File: config.mk
export PLATFORM = sky130hd
export DESIGN_NAME = tse_gxb_rx_reset_sequencer
export DESIGN_NICKNAME = d
export VERILOG_FILES = /design/src/rtl/tse_gxb_rx_reset_sequencer.sv
export SDC_FILE = /design/constraint.sdc
export NUM_CORES = 1
export LEC_CHECK = 0
export BUFFER_PORTS_ARGS = -buffer_cell sky130_fd_sc_hd__buf_2
export CORE_ASPECT_RATIO = 0.7
export CORE_MARGIN = 2
export CORE_UTILIZATION = 59
export CTS_BUF_LIST = sky130_fd_sc_hd__clkbuf_8
export CTS_CLUSTER_DIAMETER = 40
export CTS_CLUSTER_SIZE = 8
export DETAILED_ROUTE_END_ITERATION = 16
export PLACE_DENSITY = 0.9
export SYNTH_ARGS = -nofsm -noshare
export SYNTH_HDL_FRONTEND = slang
export SYNTH_SLANG_ARGS = --single-unit
File: constraint.sdc
create_clock -name clk -period 7.7 [get_ports clk]
set_clock_uncertainty 0.05 [all_clocks]
set_input_delay 0 -clock clk [delete_from_list [all_inputs] [get_ports clk]]
set_output_delay 0 -clock clk [all_outputs]
set_load 0.02 [all_outputs]
File: src/rtl/tse_gxb_rx_reset_sequencer.sv
// ============================================================================
// Module   : tse_gxb_rx_reset_sequencer
// Brief    : Transceiver RX reset sequencing: analog reset, lock-to-data wait,
//            word-alignment wait and link monitoring with restart counting.
// Revision : 1.0 - initial release
// ============================================================================
`default_nettype none

module tse_gxb_rx_reset_sequencer #(
    parameter int unsigned ANALOG_HOLD  = 16,
    parameter int unsigned LTD_WAIT     = 1000,
    parameter int unsigned SYNC_TIMEOUT = 65535,
    parameter int unsigned SYNC_LOSS    = 4
) (
    input  logic       clk,
    input  logic       reset,
    input  logic       pll_locked,
    input  logic       rx_freqlocked,
    input  logic       pcs_sync,
    output logic       rx_analogreset,
    output logic       rx_digitalreset,
    output logic       pcs_reset,
    output logic       link_ready,
    output logic [2:0] state,
    output logic [7:0] restart_count
);

    typedef enum logic [2:0] {
        ANALOG_RST = 3'd0,
        WAIT_LTD   = 3'd1,
        WAIT_SYNC  = 3'd2,
        LINK_UP    = 3'd3
    } state_t;

    localparam logic [19:0] ANALOG_HOLD_C  = 20'(ANALOG_HOLD);
    localparam logic [19:0] LTD_WAIT_C     = 20'(LTD_WAIT);
    localparam logic [19:0] SYNC_TIMEOUT_C = 20'(SYNC_TIMEOUT);
    localparam logic [19:0] SYNC_LOSS_C    = 20'(SYNC_LOSS);

    logic [1:0]  pll_sync_q,  pll_sync_d;
    logic [1:0]  ltd_sync_q,  ltd_sync_d;
    state_t      state_q,     state_d;
    logic [19:0] cnt_q,       cnt_d;
    logic [7:0]  restart_q,   restart_d;
    logic        analog_rst_q,  analog_rst_d;
    logic        digital_rst_q, digital_rst_d;
    logic        pcs_rst_q,     pcs_rst_d;
    logic        link_ready_q,  link_ready_d;

    logic        pll_s;
    logic        ltd_s;
    logic [19:0] cnt_inc;
    logic        restart_evt;

    assign pll_s   = pll_sync_q[1];
    assign ltd_s   = ltd_sync_q[1];
    assign cnt_inc = cnt_q + 20'd1;

    always_comb begin
        pll_sync_d  = {pll_sync_q[0], pll_locked};
        ltd_sync_d  = {ltd_sync_q[0], rx_freqlocked};
        state_d     = state_q;
        cnt_d       = cnt_inc;
        restart_evt = 1'b0;

        // Branch order encodes priority: PLL loss, freqlock loss, sync
        // timeout/loss, then the normal forward step.
        case (state_q)
            ANALOG_RST: begin
                if (!pll_s) begin
                    cnt_d = '0;
                end else if (cnt_inc == ANALOG_HOLD_C) begin
                    state_d = WAIT_LTD;
                end
            end
            WAIT_LTD: begin
                if (!pll_s) begin
                    state_d     = ANALOG_RST;
                    restart_evt = 1'b1;
                end else if (!ltd_s) begin
                    cnt_d = '0;
                end else if (cnt_inc == LTD_WAIT_C) begin
                    state_d = WAIT_SYNC;
                end
            end
            WAIT_SYNC: begin
                if (!pll_s) begin
                    state_d     = ANALOG_RST;
                    restart_evt = 1'b1;
                end else if (!ltd_s) begin
                    state_d = WAIT_LTD;
                end else if (!pcs_sync && (cnt_inc == SYNC_TIMEOUT_C)) begin
                    state_d     = ANALOG_RST;
                    restart_evt = 1'b1;
                end else if (pcs_sync) begin
                    state_d = LINK_UP;
                end
            end
            LINK_UP: begin
                if (!pll_s) begin
                    state_d     = ANALOG_RST;
                    restart_evt = 1'b1;
                end else if (!ltd_s) begin
                    state_d = WAIT_LTD;
                end else if (pcs_sync) begin
                    cnt_d = '0;
                end else if (cnt_inc == SYNC_LOSS_C) begin
                    state_d = WAIT_SYNC;
                end
            end
            default: begin
                state_d = ANALOG_RST;
            end
        endcase

        if (state_d != state_q) begin
            cnt_d = '0;
        end

        restart_d = restart_q;
        if (restart_evt && (restart_q != 8'hFF)) begin
            restart_d = restart_q + 8'd1;
        end

        // Outputs decode the next state so they move on the same edge as state.
        analog_rst_d  = (state_d == ANALOG_RST);
        digital_rst_d = (state_d == ANALOG_RST) || (state_d == WAIT_LTD);
        link_ready_d  = (state_d == LINK_UP);
        pcs_rst_d     = digital_rst_q;
    end

    always_ff @(posedge clk or posedge reset) begin
        if (reset) begin
            pll_sync_q    <= 2'b00;
            ltd_sync_q    <= 2'b00;
            state_q       <= ANALOG_RST;
            cnt_q         <= '0;
            restart_q     <= '0;
            analog_rst_q  <= 1'b1;
            digital_rst_q <= 1'b1;
            pcs_rst_q     <= 1'b1;
            link_ready_q  <= 1'b0;
        end else begin
            pll_sync_q    <= pll_sync_d;
            ltd_sync_q    <= ltd_sync_d;
            state_q       <= state_d;
            cnt_q         <= cnt_d;
            restart_q     <= restart_d;
            analog_rst_q  <= analog_rst_d;
            digital_rst_q <= digital_rst_d;
            pcs_rst_q     <= pcs_rst_d;
            link_ready_q  <= link_ready_d;
        end
    end

    assign rx_analogreset  = analog_rst_q;
    assign rx_digitalreset = digital_rst_q;
    assign pcs_reset       = pcs_rst_q;
    assign link_ready      = link_ready_q;
    assign state           = state_q;
    assign restart_count   = restart_q;

endmodule

`default_nettype wire

; Yosys cells after proc, flatten, opt, wreduce, memory -nomap -nowiden
; Index checks and enable logic that the tools add are counted.
[classes]
n_reduce_logical = 7
mux = 27
n_eq_ne = 11
n_addsub = 2
[op_table]
columns = op, n
row1 = 20-bit two-way mux, 7
row2 = 20-bit one-hot mux with 3 select lines, 1
row3 = 3-bit two-way mux, 13
row4 = 20-bit by 1-bit adder with 20-bit output (second input constant), 1
row5 = 20-bit by 10-bit equality test with 1-bit output (second input constant), 1
row6 = 20-bit by 16-bit equality test with 1-bit output (second input constant), 1
row7 = 20-bit by 3-bit equality test with 1-bit output (second input constant), 1
row8 = 20-bit by 5-bit equality test with 1-bit output (second input constant), 1
row9 = 3-bit one-hot mux with 4 select lines, 1
row10 = 3-bit by 2-bit equality test with 1-bit output (second input constant), 3
row11 = 8-bit by 1-bit adder with 8-bit output (second input constant), 1
row12 = 8-bit != test (second input constant), 1
row13 = 3-bit by 1-bit equality test with 1-bit output (second input constant), 2
row14 = 3-bit zero test, 2
row15 = 1-bit two-way mux, 4
row16 = 3-bit != test, 1
row17 = 1-bit logical AND, 2
row18 = 1-bit one-hot mux with 2 select lines, 1
row19 = 2-bit OR reduction, 1
row20 = 1-bit zero test, 1
row21 = 1-bit logical OR, 1
[totals]
regBits = 39
out_inout_bits = 15
in_bits = 5
wordCells = 56

; Longest topological paths before layout
; Gate-level depths: netlist of run 1.
[depth]
ltp_word = 9
ltp_mapped = 11
depth_no_buf = 9

; Worst setup path before layout of run 1
; No wires, ideal clock.
[synth_path]
kind = flip-flop to flip-flop
start = reg cnt_q[0]
end = reg cnt_q[6]
path_buffers = 2
t_required_ns = 7.520
period_less_slack_ns = 2.797
slack_ns = 4.903
arrival_time_ns = 2.616
stages_incl_launch_ff = 12
setup_time_ns = 0.130
path_cell_list = dfrtp_1 ha_1 nand3_2 buf_4 nor4_1 xnor2_1 nand4_1 or4_1 and4b_1 a211oi_2 buf_4 a21oi_1
[synth_via]
elab_chain_cells = 9
elab_cells_between_ends = 28
cone_classes = add/sub: 1 / eq/ne: 5 / mux: 21 / reduce/logical: 1
[synth_rtl]
columns = element, line_no
row1 = start: declaration, 43  ; logic [19:0] cnt_q, cnt_d;
row2 = start signal: assignment, 147  ; cnt_q <= cnt_d;
row3 = 20-bit by 1-bit adder with 20-bit output *, 57  ; assign cnt_inc = cnt_q + 20'd1;
row4 = 20-bit by 3-bit equality test with 1-bit output or 20-bit by 16-bit equality test with 1-bit output (tied branches), "107, 92"
row5 = 3-bit two-way mux or 1-bit logical AND (tied branches), "107, 92"
row6 = "3-bit two-way mux, on equally long branches", "105, 92"
row7 = "3-bit two-way mux, on equally long branches", "103, 90"
row8 = "3-bit two-way mux, on equally long branches", "100, 87"
row9 = 3-bit one-hot mux with 4 select lines, 68  ; case (state_q)
row10 = 3-bit != test, 116  ; if (state_d != state_q) begin
row11 = 20-bit two-way mux *, 116
row12 = named net cnt_d[6], 43
; The timed path passes the listed nets; every way through them passes the cells marked *.
; A chain may end at the register's enable or synchronous reset.

; Worst setup path after layout of run 1
[layout_path]
start = reg cnt_q[0]
end = reg restart_q[1] (netlist: restart_count[1])
[layout_via]
elab_chain_cells = 8
[layout_rtl]
columns = element, line_no
row1 = 20-bit by 1-bit adder with 20-bit output, 57
row2 = 20-bit by 16-bit equality test with 1-bit output, 92  ; end else if (!pcs_sync && (cnt_inc == SYNC_TIMEOUT_C)) begin
row3 = 1-bit logical AND, 92
row4 = 1-bit two-way mux, 92
row5 = 1-bit two-way mux, 90  ; end else if (!ltd_s) begin
row6 = 1-bit two-way mux, 87  ; if (!pll_s) begin
row7 = 1-bit one-hot mux with 2 select lines, 68
row8 = 1-bit logical AND, 121  ; if (restart_evt && (restart_q != 8'hFF)) begin
row9 = end signal: assignment, 148  ; restart_q <= restart_d;
row10 = end: declaration, 44  ; logic [7:0] restart_q, restart_d;
; Every way passes these cells.

==> metrics.cfg, run 1 <==
[pwr]
clockPowerShare = 0.467
power.switching_uw = 84.97
switching_share = 0.1995
power_leakage_uw = 0.001073
p_per_area_nw_per_um2 = 177.4
p_int_uw = 341.0
power.total_uw = 426.0
peakVddDrop_mv = 0.1306
p_seq_frac = 0.494
pwr-share-comb = 0.039

[drt]
drt_iter0_markers = 151
wl_per_cell_um = 15.08
drc = 0
vias = 1600
routed_wl_um = 4284
drt_first_pass_iters = 4
ant_nets = 0
avgViaCountPerCell = 5.634

[worst_setup_path]
required_ns = 7.83
critPathKind = reg2reg
worstPathArrival_ns = 3.37
cp_max_fo = 11
worstReg2RegStart = cnt_q[0]
startpoint = cnt_q[0]
end_kind = flip-flop
setup.worst_path.start_class = flip-flop

[place]
place_congestion = 0.8959
placed_area_um2 = 2238
post-place-ws_ns = 4.480
io_buffers = 19
hpwl_um = 3096

[sta]
setup-violations-final = 0
fin_ws_ns = 4.459
relSlewSlack = 0.6636
tightest_slew_ns = 0.5034
max_freq_ghz = 0.3086
slew_violations = 0
fin_crit_sh = 0.4208
rsz0062_at_grt = no
final.setup.tns_ns = 0
fin_crit_ns = 3.241
hold_viol = 0
holdWs_ns = 0.2962

[clock_network]
path_clk_slew_ns = 0.08
htree_levels = 2
cts_max_path_buffers = 2
cts_tree = built
cts_root_buf = clkbuf_8
clock_latency_ns = 0.30
cts_buffers = 5
cts.sinks = 39

[yosys]
synth_edf_count = 0
ys.flop_type = dfrtp_1
synthDistinctLibCells = 55
syn_inst = 211
synth-seq-cells = 39
asyncSetResetFlopFracSynth = 1.000
synth_area_um2 = 2126
synth.avg_cell_area_um2 = 10.07
yosysSeqAreaShare = 0.4609
yosys_warnings = 0
synth_top_area_share = 0.4238
synth_nets = 219
yosysTopAreaCell = dfrtp_1
synth.area.top_cells = dfrtp_1, xnor2_1, nor2_1

[hold_path]
min_path_type = in2async

[layout]
final_cell_mix = dfrtp_1, nor2_1, buf_2, xnor2_1, nand2_1
fin_nets = 241
diodes = 0
layout_commonest_cell = dfrtp_1
fillers = 258
area_growth_pct = 12.95
stdcell_area_um2 = 2401
drive_gt1_frac = 0.1966

[floorplanning]
die_h_um = 54.22
die_x_um = 75.75
start_util = 0.6090
fp.dieArea_um2 = 4107
ios = 20
coreArea_um2 = 3491
rows = 18

[global_route]
grt_max_degree = 40
antenna_found_initial = 0
grtUsageTotal = 0.2384
gr-total-overflow = 0
grt_pass1_vias = 1458
grt_pass1_wl_um = 7107

[outcome]
status = completed

[job]
cap_violations = 0

[synth_stat cells (2+ instances only)]
| cell type | n |
|---|---|
| and4b_1 | 2 |
| o21ai_0 | 3 |
| dfrtp_1 | 36 |
| o211ai_1 | 2 |
| o211a_1 | 2 |
| buf_2 | 3 |
| dfstp_2 | 3 |
| buf_4 | 6 |
| xor2_1 | 8 |
| ha_1 | 3 |
| nand2_1 | 12 |
| xnor2_1 | 16 |
| nand4_1 | 8 |
| and2_1 | 2 |
| nor4_1 | 4 |
| o2111ai_1 | 2 |
| inv_1 | 9 |
| nand3_2 | 2 |
| a31oi_1 | 2 |
| nand3_1 | 6 |
| a21oi_1 | 7 |
| a211oi_1 | 2 |
| and3_1 | 4 |
| a21o_1 | 3 |
| nor2_1 | 25 |
| nor3_1 | 10 |
[metrics by stage]
stage               utilization  instances
floorplan                     -        211
global placement         0.6412        273
detailed placement       0.6412        273
CTS                      0.6878        284
global route             0.6878        284
finish                   0.6878        284
[critical path, stage by stage (launching register included)]
cell and delay, ns:
dfrtp_1 0.45, ha_1 0.26, nand3_2 0.21, or3_1 0.39
a2111oi_1 0.54, nand4bb_1 0.17, nor4_2 0.25, o221a_1 0.43
mux2_2 0.37
[power by group through the flow]
stage	logic [uW]	clock network, uW	registers (uW)
floorplan	11.3	0	214
global placement	15.2	0	214
detailed placement	15.5	0	214
CTS	16.7	202	210
global route	18.4	214	211
finish	16.4	199	211
[cells by family after synthesis]
family,share of synthesized area
flip-flops,0.4609
buffers and inverters,0.04414
XOR/XNOR,0.1065
adder cells (fa/ha/maj),0.01766
AO/OA/AOI/OAI,0.1071
multiplexers,0.005297
other,0.001764
AND/OR/NAND/NOR,0.2566
[registers in the layout, summed over array words and instances, names as in the netlist]
| register | count |
|---|---|
| pcs_reset | 1 |
| pll_sync_q | 2 |
| state | 3 |
| restart_count | 8 |
| link_ready | 1 |
| cnt_q | 20 |
| rx_analogreset | 1 |
| ltd_sync_q | 2 |
| rx_digitalreset | 1 |
[layout make-up]
class,instances,area [um^2],area share
tap,50,62.56,0.02606
timing repair buffer,24,140.1,0.05836
multi-input combinational,154,1052,0.4382
sequential,39,979.7,0.4080
clock inverter,3,63.81,0.02658
clock buffer,5,68.82,0.02866
inverter,9,33.78,0.01407
[layer usage]
metal  vias to the layer above  wire, um  track usage
met5                         -         0            0
met4                         0        76      0.08772
met3                         8       161      0.06077
met2                        39      1884       0.3333
met1                       764      2162       0.3535
li1                        789         -            -
[worst paths after layout]
check / cells past startpoint / slack, ns / endpoint
max in group asynchronous: 4 / 6.93 / pcs_reset
max: 8 / 4.46 / restart_count[1]
min: 4 / 0.30 / cnt_q[2]
min reg2reg: 0 / 0.30 / ltd_sync_q[1]
min in group clk: 2 / 0.30 / ltd_sync_q[0]
max reg2reg: 8 / 4.46 / restart_count[1]
[what timing repair did]
| item | CTS | global route |
|---|---|---|
| buffers inserted | 0 | 0 |
| hold buffers | 3 | 0 |
| gates resized for setup | 0 | 0 |
| endpoints found under the hold margin | 38 | 0 |
(Power assumes the default switching activity.)
==> inputs of run 2 (changes only) <==
clock period = 3.22 ns   (was 7.7 ns; I/O delays follow)
==> metrics.cfg, run 2 (same netlist as run 1, synthesis figures left out) <==
[global_route]
grt_pass1_vias = 1450  ; -0.55%
gr-total-overflow = 0  ; unchanged
grt_max_degree = 40  ; unchanged
antenna_found_initial = 0  ; unchanged
grt_pass1_wl_um = 7100  ; about the same
grtUsageTotal = 0.2396  ; +0.001256

[layout]
drive_gt1_frac = 0.2373  ; +0.04071
fin_util = 0.7075  ; +0.01971
top_register = cnt_q
fin_nets = 243  ; +0.83%
stdcell_area_um2 = 2470  ; +2.9%
layout_commonest_cell = dfrtp_1
largest_register_ff_count = 20  ; unchanged
diodes = 0  ; unchanged
final_cell_mix = dfrtp_1, nor2_1, buf_2, xnor2_1, nand2_1
area_growth_pct = 16.19

[sta]
fin_crit_sh = 0.9565  ; +0.5357
final.setup.tns_ns = 0  ; unchanged
slew_violations = 0  ; unchanged
fin_crit_ns = 3.080  ; -0.1605 ns
setup-violations-final = 0  ; unchanged
hold_viol = 0  ; unchanged
max_freq_ghz = 0.3247  ; +5.2%

[drt]
routed_wl_um = 4408  ; +2.9%
vias = 1682  ; +5.1%
drt_iter0_markers = 234  ; +55%
avgViaCountPerCell = 5.881  ; +4.4%
wl_per_cell_um = 15.41  ; +2.2%
drt_first_pass_iters = 4  ; unchanged
drc = 0  ; unchanged
ant_nets = 0  ; unchanged

[clock_network]
cts_buffers = 5  ; unchanged
cts.sinks = 39  ; unchanged
path_clk_slew_ns = 0.07  ; about the same
clock_latency_ns = 0.30  ; about the same
htree_levels = 2  ; unchanged
cts_root_buf = clkbuf_8
cts_max_path_buffers = 2  ; unchanged
postCtsSetupBuffers = 0  ; unchanged
cts_tree = built

[worst_setup_path]
setup.worst_path.start_class = flip-flop
critPathKind = reg2reg
required_ns = 3.33  ; -4.50 ns
startpoint = cnt_q[1]
cp_max_fo = 20  ; +9
end_kind = flip-flop
worstReg2RegStart = cnt_q[1]
worstPathArrival_ns = 3.19  ; -0.18 ns

[floorplanning]
start_util = 0.6090  ; unchanged
die_x_um = 75.75  ; unchanged
coreArea_um2 = 3491  ; unchanged
rows = 18  ; unchanged
die_h_um = 54.22  ; unchanged
ios = 20  ; unchanged
fp.dieArea_um2 = 4107  ; unchanged

[pwr]
power.switching_uw = 208.1  ; +140%
clockPowerShare = 0.466  ; about the same
power_leakage_uw = 0.001098  ; +2.3%
switching_share = 0.2024  ; +0.002940
p_per_area_nw_per_um2 = 416.2  ; +130%
p_int_uw = 819.9  ; +140%
p_seq_frac = 0.489  ; -0.005
pwr-share-comb = 0.045  ; +0.006
peakVddDrop_mv = 0.3176  ; +140%

[place]
io_buffers = 19  ; unchanged
hpwl_um = 2976  ; -3.9%
place_congestion = 0.8690  ; -3.0%
placed_area_um2 = 2266  ; +1.2%

[hold_path]
min_path_type = in2reg
min_from = pll_locked

[job]
cap_violations = 0  ; unchanged

[outcome]
status = completed

==> run 2: changes by cell type in the layout (fill, tap and decap cells not counted), moves of 2 or more <==
cell,previous run,this run
nor4_4,0,2
nor4_1,4,2
dfrtp_2,0,3
dfrtp_1,36,33
==> run 2: layout make-up <==
cell class                      instances  area, um^2
Multi-Input combinational cell        154        1090
Clock buffer                            5       68.82
Tap cell                               50       62.56
Inverter                                9       33.78
Clock inverter                          3       63.81
Sequential cell                        39       983.4
Fill cell                             253        1021
Timing Repair Buffer                   26       167.7
==> run 2: critical path: stages, from the launching register on <==
cell and delay (ns):
dfrtp_2 0.42, ha_2 0.25, nand3_2 0.19, buf_4 0.22, o21a_1 0.18, nor3_1 0.25, o211ai_1 0.15, or4_1 0.46
and4b_1 0.24, a211oi_2 0.27, buf_12 0.19, nor2_1 0.06
==> run 2: through the flow <==
step           hold slack, ns  total power [uW]  setup WS, ns  std cells
2_1_floorplan        -0.01857             537.9        0.4233        211
3_3_place_gp          0.05950             553.2       0.02786        275
3_5_place_dp          0.05936             554.7     -0.001631        275
4_1_cts                0.2835              1032      0.004629        286
5_1_grt                0.2832              1067      -0.01475        286
6_report               0.2850              1028        0.1400        286
==> run 2: worst paths after layout <==
path                                          to  slack [ns]  cells after the start
min in group asynchronous       restart_count[7]        0.30                      4
worst max-delay path                    cnt_q[2]        0.14                     11
worst min register to register     ltd_sync_q[1]        0.31                      0
worst max register to register          cnt_q[2]        0.14                     11
worst min-delay path               pll_sync_q[0]        0.28                      2
max in group asynchronous        rx_digitalreset        2.46                      4
==> run 2: power groups by stage <==
stage	registers, uW	clock network (uW)	logic [uW]
after floorplan	511	0	27.0
after global placement	511	0	42.5
after detailed placement	511	0	43.5
after CTS	502	483	46.5
after global routing	504	512	51.7
final	502	479	46.2
==> run 2: routing by layer <==
metal	share of wire	vias to the layer above	wire [um]	track usage
met5	0	-	0	0
met1	0.48	816	2136	0.3678
met3	0.057	11	250	0.05525
met2	0.44	57	1924	0.3204
met4	0.022	0	96	0.09942
li1	-	798	-	-
==> run 2: repair_timing <==
| action | CTS | global route |
|---|---|---|
| resized for setup | 1 | 9 |
| endpoints found under the setup margin | 2 | 28 |
| hold buffers | 3 | 0 |
| endpoints found under the hold margin | 38 | 0 |
==> inputs of run 3 (changes only) <==
==> constraint.sdc (replaced) <==
create_clock -name clk -period 3.22 [get_ports clk]
set_clock_uncertainty 0.05 [all_clocks]
set_input_delay 0.322 -clock clk [delete_from_list [all_inputs] [get_ports clk]]
set_output_delay 0.322 -clock clk [all_outputs]
set_load 0.02 [all_outputs]
==> metrics.cfg, run 3 (same netlist as run 1, synthesis figures left out) <==
[worst_setup_path]
critPathKind = reg2reg
reg2regPathDepth = 11  ; unchanged
slowest_delay_ns = 0.46  ; about the same
end_kind = flip-flop
setup.worst_path.start_class = flip-flop
r2r_slack_ns = 0.14  ; about the same
cp_max_fo = 20  ; unchanged
worstPathArrival_ns = 3.19  ; about the same
required_ns = 3.33  ; about the same
path_cells = ha_2 -> nand3_2 -> buf_4 -> o21a_1 -> nor3_1 -> o211ai_1 -> or4_1 -> and4b_1 -> a211oi_2 -> buf_12 -> nor2_1
cpMaxStageDelayCell = or4_1

[layout]
top_register = cnt_q
largest_register_ff_count = 20  ; unchanged
fin_nets = 240  ; -1.2%
fillers = 254  ; +0.40%
layout_commonest_cell = dfrtp_1
stdcell_area_um2 = 2440  ; -1.2%
final_cell_mix = dfrtp_1, nor2_1, buf_2, xnor2_1, nand2_1
drive_gt1_frac = 0.2403  ; +0.003055
area_growth_pct = 14.77
diodes = 0  ; unchanged

[clock_network]
cts_root_buf = clkbuf_8
cts_buffers = 5  ; unchanged
hold_buffers = 0  ; -3
cts.sinks = 39  ; unchanged
cts_tree = built
path_clk_slew_ns = 0.07  ; about the same
clock_latency_ns = 0.30  ; about the same
cts_max_path_buffers = 2  ; unchanged
htree_levels = 2  ; unchanged

[pwr]
power.total_uw = 1026  ; -0.18%
p_per_area_nw_per_um2 = 420.6  ; +1.0%
peakVddDrop_mv = 0.3133  ; -1.4%
power_leakage_uw = 0.001086  ; -1.1%

[place]
io_buffers = 19  ; unchanged
place_congestion = 0.8690  ; unchanged
hpwl_um = 2976  ; unchanged
placed_area_um2 = 2266  ; unchanged

[drt]
drc = 0  ; unchanged
wl_per_cell_um = 15.59  ; +1.2%
ant_nets = 0  ; unchanged
avgViaCountPerCell = 5.943  ; +1.1%
drt_iter0_markers = 163  ; -30%
vias = 1682  ; unchanged
drt_first_pass_iters = 4  ; unchanged
routed_wl_um = 4412  ; about the same

[sta]
fin_crit_ns = 3.081  ; +0.0005560 ns
fin_crit_sh = 0.9567  ; about the same
holdWs_ns = 0.07121  ; -0.2138 ns
hold_viol = 0  ; unchanged
max_freq_ghz = 0.3246  ; about the same
setup-violations-final = 0  ; unchanged
slew_violations = 0  ; unchanged

[global_route]
grtUsageTotal = 0.2396  ; unchanged
antenna_found_initial = 0  ; unchanged
grt_pass1_wl_um = 7100  ; unchanged
gr-total-overflow = 0  ; unchanged
grt_max_degree = 40  ; unchanged
grt_pass1_vias = 1450  ; unchanged

[outcome]
status = completed

[floorplanning]
fp.dieArea_um2 = 4107  ; unchanged
rows = 18  ; unchanged
die_h_um = 54.22  ; unchanged
coreArea_um2 = 3491  ; unchanged
ios = 20  ; unchanged
die_x_um = 75.75  ; unchanged
start_util = 0.6090  ; unchanged

[job]
cap_violations = 0  ; unchanged

[hold_path]
min_path_type = in2async

## run 3: power breakdown
part,leakage [uW],switching [uW],internal (uW)
Sequential,0.000516,6.31,496
Clock,0.0000695,174,306
Combinational,0.000500,28.3,15.1
## run 3: metal layers
metal  global-route usage  vias to the layer above  share of wire
met2               0.3190                       55           0.43
met5                    0                        -              0
li1                     -                      791              -
met4              0.09942                        0          0.025
met1               0.3690                      823           0.49
met3              0.05525                       13          0.052
## run 3: final timing paths
check                              start                to
min reg2reg                ltd_sync_q[0]     ltd_sync_q[1]
max in group asynchronous          reset   rx_digitalreset
min                                reset  restart_count[7]
max reg2reg                     cnt_q[1]          cnt_q[4]
min in group clk              pll_locked     pll_sync_q[0]
max                             cnt_q[1]          cnt_q[4]
## run 3: cell type report
type	instances	area, um^2	share of cell area
Multi-Input combinational cell	154	1090	0.4467
Sequential cell	39	983.4	0.4031
Timing Repair Buffer	23	137.6	0.05641
Clock buffer	5	68.82	0.02821
Clock inverter	3	63.81	0.02615
Tap cell	50	62.56	0.02564
Inverter	9	33.78	0.01385
## run 3: per-stage QoR
stage / setup TNS (ns) / cells / util / worst slack (ns)
after floorplan: 0 / 211 / - / 0.4233
after global placement: 0 / 275 / 0.6491 / 0.02786
after detailed placement: -0.001631 / 275 / 0.6491 / -0.001631
after CTS: 0 / 283 / 0.6871 / 0.004629
after global routing: -0.03844 / 283 / 0.6989 / -0.01475
final: 0 / 283 / 0.6989 / 0.1394
## run 3: repair_timing
| action | in CTS | in global routing |
|---|---|---|
| endpoints found under the setup margin | 2 | 28 |
| gates resized for setup | 1 | 9 |
| setup buffers | 0 | 0 |
| hold endpoints to repair | 0 | 0 |
## run 3: critical path: cells and delay by family, from the launching register on
kind                     cells  cell delay [ns]
buffers and inverters        2             0.41
adder cells (fa/ha/maj)      1             0.25
flip-flops                   1             0.42
AO/OA/AOI/OAI                3             0.60
AND/OR/NAND/NOR              5             1.21
